--- config.mk ---
export PLATFORM = sky130hd
export DESIGN_NAME = apb4_master_arbiter
export DESIGN_NICKNAME = d
export VERILOG_FILES = /design/src/rtl/apb4_master_arbiter.sv
export SDC_FILE = /design/constraint.sdc
export NUM_CORES = 1
export LEC_CHECK = 0
export ABC_AREA = 1
export ABC_CLOCK_PERIOD_IN_PS = 1730
export CORE_UTILIZATION = 41
export CTS_BUF_LIST = sky130_fd_sc_hd__clkbuf_2
export DETAILED_ROUTE_END_ITERATION = 7
export PLACE_DENSITY = 0.94
export SLEW_MARGIN = 0
export SYNTH_ARGS = -nofsm -noshare
export SYNTH_HDL_FRONTEND = slang
export SYNTH_SLANG_ARGS = --single-unit
--- constraint.sdc ---
create_clock -name pclk -period 1.73 [get_ports pclk]
set_input_delay 0.173 -clock pclk [delete_from_list [all_inputs] [get_ports pclk]]
set_output_delay 0.173 -clock pclk [all_outputs]
set_load 0.02 [all_outputs]
--- src/rtl/apb4_master_arbiter.sv ---
// Two-requester round-robin APB4 master: IDLE/SETUP/ACCESS FSM with registered outputs.
// Optional ACCESS timeout enabled by defining APB_TIMEOUT_EN.
module apb4_master_arbiter #(
  parameter int ADDR_WIDTH     = 32,
  parameter int DATA_WIDTH     = 32,
  parameter int TIMEOUT_CYCLES = 16
) (
  input  logic                    pclk,
  input  logic                    presetn,
  input  logic [1:0]              req_valid,
  input  logic [1:0]              req_write,
  input  logic [2*ADDR_WIDTH-1:0] req_addr,
  input  logic [2*DATA_WIDTH-1:0] req_wdata,
  output logic [1:0]              req_done,
  output logic [DATA_WIDTH-1:0]   rsp_rdata,
  output logic                    rsp_slverr,
  output logic                    busy,
  output logic                    psel,
  output logic                    penable,
  output logic                    pwrite,
  output logic [ADDR_WIDTH-1:0]   paddr,
  output logic [DATA_WIDTH-1:0]   pwdata,
  input  logic [DATA_WIDTH-1:0]   prdata,
  input  logic                    pready,
  input  logic                    pslverr
);

  typedef enum logic [1:0] {
    IDLE   = 2'd0,
    SETUP  = 2'd1,
    ACCESS = 2'd2
  } state_t;

  if (TIMEOUT_CYCLES < 1) begin : g_bad_timeout
    $error("TIMEOUT_CYCLES must be at least 1");
  end

  state_t                  state;
  logic                    last_grant;
  logic                    grant;
  logic [1:0]              elig;
  logic                    pick;
  logic                    pick_valid;
  logic [ADDR_WIDTH-1:0]   pick_addr;
  logic [DATA_WIDTH-1:0]   pick_wdata;
  logic                    pick_write;

  // A requester being acknowledged this cycle has not yet dropped req_valid.
  always_comb begin
    elig       = req_valid & ~req_done;
    pick_valid = |elig;
    pick       = 1'b0;
    if (elig == 2'b11)
      pick = ~last_grant;
    else if (elig[1])
      pick = 1'b1;
    pick_addr  = pick ? req_addr[ADDR_WIDTH +: ADDR_WIDTH]  : req_addr[0 +: ADDR_WIDTH];
    pick_wdata = pick ? req_wdata[DATA_WIDTH +: DATA_WIDTH] : req_wdata[0 +: DATA_WIDTH];
    pick_write = pick ? req_write[1] : req_write[0];
  end

`ifdef APB_TIMEOUT_EN
  localparam int TW = $clog2(TIMEOUT_CYCLES + 1);
  logic [TW-1:0] tcnt;
  logic          timeout;
  assign timeout = (tcnt == TW'(TIMEOUT_CYCLES - 1));
`endif

  always_ff @(posedge pclk or negedge presetn) begin
    if (!presetn) begin
      state      <= IDLE;
      last_grant <= 1'b1;
      grant      <= 1'b0;
      psel       <= 1'b0;
      penable    <= 1'b0;
      pwrite     <= 1'b0;
      paddr      <= '0;
      pwdata     <= '0;
      req_done   <= '0;
      rsp_rdata  <= '0;
      rsp_slverr <= 1'b0;
      busy       <= 1'b0;
`ifdef APB_TIMEOUT_EN
      tcnt       <= '0;
`endif
    end else begin
      req_done <= '0;
      case (state)
        IDLE: begin
          if (pick_valid) begin
            grant      <= pick;
            last_grant <= pick;
            pwrite     <= pick_write;
            paddr      <= pick_addr;
            pwdata     <= pick_wdata;
            psel       <= 1'b1;
            penable    <= 1'b0;
            busy       <= 1'b1;
            state      <= SETUP;
`ifdef APB_TIMEOUT_EN
            tcnt       <= '0;
`endif
          end
        end
        SETUP: begin
          penable <= 1'b1;
          state   <= ACCESS;
        end
        ACCESS: begin
          if (pready) begin
            psel       <= 1'b0;
            penable    <= 1'b0;
            busy       <= 1'b0;
            req_done   <= grant ? 2'b10 : 2'b01;
            rsp_slverr <= pslverr;
            if (!pwrite)
              rsp_rdata <= prdata;
            state      <= IDLE;
          end
`ifdef APB_TIMEOUT_EN
          else if (timeout) begin
            psel       <= 1'b0;
            penable    <= 1'b0;
            busy       <= 1'b0;
            req_done   <= grant ? 2'b10 : 2'b01;
            rsp_slverr <= 1'b1;
            rsp_rdata  <= '0;
            state      <= IDLE;
          end else begin
            tcnt <= tcnt + 1'b1;
          end
`endif
        end
        default: begin
          psel    <= 1'b0;
          penable <= 1'b0;
          busy    <= 1'b0;
          state   <= IDLE;
        end
      endcase
    end
  end

endmodule

==> run_results.csv <==
group,metric,value,unit
placement,port_buffers,270,
route,wl_met1,6200,um
grt,antenna_found_initial,0,
pwr,p_per_area,1500,nW/um^2
logic_synthesis,synth_top_cell_by_area,"dfrtp_1",
route,routed_wl,16400,um
logic_synthesis,synth_top_area_share,0.493,
clocking,numCtsBuffers,9,
timing,tns,0,ns
worst_setup_path,cp-end-kind,"output port",
pwr,power.total,12.3,mW
grt,grt_max_degree,68,
status,status,"finished clean",
final_layout,layout_commonest_cell,"nand2_1",
placement,place_congestion,0.804,
final_layout,n_antenna_cell,0,
logic_synthesis,netlist_area,5280,um^2
worst_setup_path,r2r_end,"paddr[7]",
route,detail-route-antenna-nets,0,
floorplanning,ios,271,
route,met3_length,1460,um
timing,worst-slew-pin-transition,0.619,ns
final_layout,layout_common_cells,"nand2_1, clkdlybuf4s50_1, nand3_1",
grt,grt_remaining_overflow,0,
clocking,clk_path_buf_depth,2,
pwr,p_leak,4.65,nW
clocking,cts_tree,"built",
floorplanning,die_area,13300,um^2
logic_synthesis,syn_area_per_cell,7.19,um^2
timing,min_period_over_period,0.923,
logic_synthesis,ys_ff_latch,105,
pwr,peakVddDrop,0.998,mV
timing,slew_headroom,0.586,
timing,clock_skew,0.0381,ns
worst_hold_path,hold_start,"prdata[23]",
clocking,clk_latency,0.58,ns
worst_hold_path,hold_end,"rsp_rdata[23]",
placement,placed_cell_area,8200,um^2
worst_hold_path,hold_depth,3,
worst_setup_path,critPathMaxFanout,2,
worst_setup_path,required,1.56,ns
final_layout,final_util,0.656,
final_layout,fillers,1047,
final_layout,design_area,8240,um^2
grt,grt_pass1_wl,25000,um
grt,grt_pass1_vias,5210,
worst_setup_path,worstReg2RegStart,"last_grant",
route,viasPerCell,4.78,
logic_synthesis,synth_area_leaders,"dfrtp_1, nand2_1, nand3_1",
logic_synthesis,ys_types,16,
worst_setup_path,r2r_setup_slack,0.20,ns
route,firstDrtPassIters,4,
route,vias,5578,
worst_setup_path,r2r_cells,6,
placement,dp_hpwl,11800,um
floorplanning,start_util,0.420,
timing,grt_setup_unrepaired,"false",
clocking,cts.sinks,105,
grt,grt_usage,0.244,
floorplanning,row_count,41,
final_layout,final_net_count,1157,
timing,fmax,0.626,GHz
route,routed.top_layer,"met4",
timing,finalMaxSlewViolations,0,
logic_synthesis,yosysSeqAreaShare,0.498,
floorplanning,die_w,115,um
worst_setup_path,arrival,1.42,ns
job,drv_cap,0,
timing,fin_crit,1.60,ns
worst_setup_path,critPathLaunchType,"register",
logic_synthesis,synth.net_count,902,
floorplanning,coreArea,12600,um^2
timing,setup_violations,0,
timing,hold_viol_final,0,
worst_hold_path,hold_path.class,"primary input to register",
logic_synthesis,syn_inst,734,
route,wl_met2,8270,um
route,drcViolationCount,0,
clocking,clk_pin_slew,0.30,ns
floorplanning,die_y,115,um
final_layout,area_growth,56.1,%
route,routedWlPerCell,14.1,um
clocking,h-tree-depth,3,
logic_synthesis,ys_warn_count,0,
worst_setup_path,crit_type,"register to output port",
route,drtIter0Drc,466,
final_layout,drive_above_1_share,0.0473,
clocking,root_buffer,"clkbuf_2",
## sequential cells by signal, summed over array words and instances (netlist names)
name        count
penable         1
grant           1
req_done        2
state           1
pwdata         32
paddr          32
pwrite          1
rsp_rdata      32
psel            1
last_grant      1
rsp_slverr      1
## cell type report
cell class	instances	area (um^2)	area share
repair buffers	289	2820	0.342
clock inverters	7	95.1	0.0115
multi-input cells	444	1910	0.232
well taps	172	215	0.0261
inverters	140	526	0.0638
clock buffers	9	45.0	0.00547
flip-flops and latches	105	2630	0.319
## Yosys cell counts (all sizes together)
library cell and n:
nand2 270, nand3 164, inv 140, dfrtp 104
buf 35, clkbuf 10, nor2 5, a21oi 3
o21ai 2, dfstp 1
## timing repair
action	4_1_cts	5_1_grt
setup endpoints to repair	103	1
cloned	0	0
endpoints found under the hold margin	105	0
hold buffers	2	0
resized for setup	105	1
buffers inserted	1	0
## metrics by stage
step / std cells / hold WS (ns) / worst slack, ns
4_1_cts: 1166 / 0.0184 / 0.0178
3_3_place_gp: 1147 / 0.0569 / 0.107
2_1_floorplan: 734 / -0.123 / 0.354
3_5_place_dp: 1147 / 0.0537 / 0.0844
5_1_grt: 1166 / 0.0340 / 0.000654
6_report: 1166 / 0.0883 / 0.132
## routing by layer
metal  vias up  global-route usage
met5         -                   0
met4         0               0.119
met3        35              0.0696
met2       242               0.420
met1      2583               0.278
li1       2718                   -
## worst max-delay path, stage by stage, from the launching register on
cell             delay (ns)
dfrtp_1                0.47
buf_4                  0.15
clkdlybuf4s15_2        0.25
## logic make-up after synthesis
group                  after synthesis  share of synthesized area
AND/OR/NAND/NOR                    439                      0.351
AO/OA/AOI/OAI                        5                    0.00545
buffers and inverters              185                      0.145
flip-flops                         105                      0.498
## worst max path at each step
stage	to	slack (ns)	startpoint
6_report	psel	0.13	psel
5_1_grt	req_done[1]	0.0007	req_done[1]
4_1_cts	req_done[1]	0.02	req_done[1]
3_5_place_dp	pwrite	0.08	req_valid[0]
3_3_place_gp	paddr[2]	0.11	req_valid[0]
2_1_floorplan	paddr[10]	0.35	penable
## power by group
part / internal, mW / switching (mW)
combinational: 2.53 / 4.24
clock: 0.472 / 0.826
sequential: 3.63 / 0.646
total: 6.63 / 5.71
Note: power is estimated with default switching activity, not from simulation.
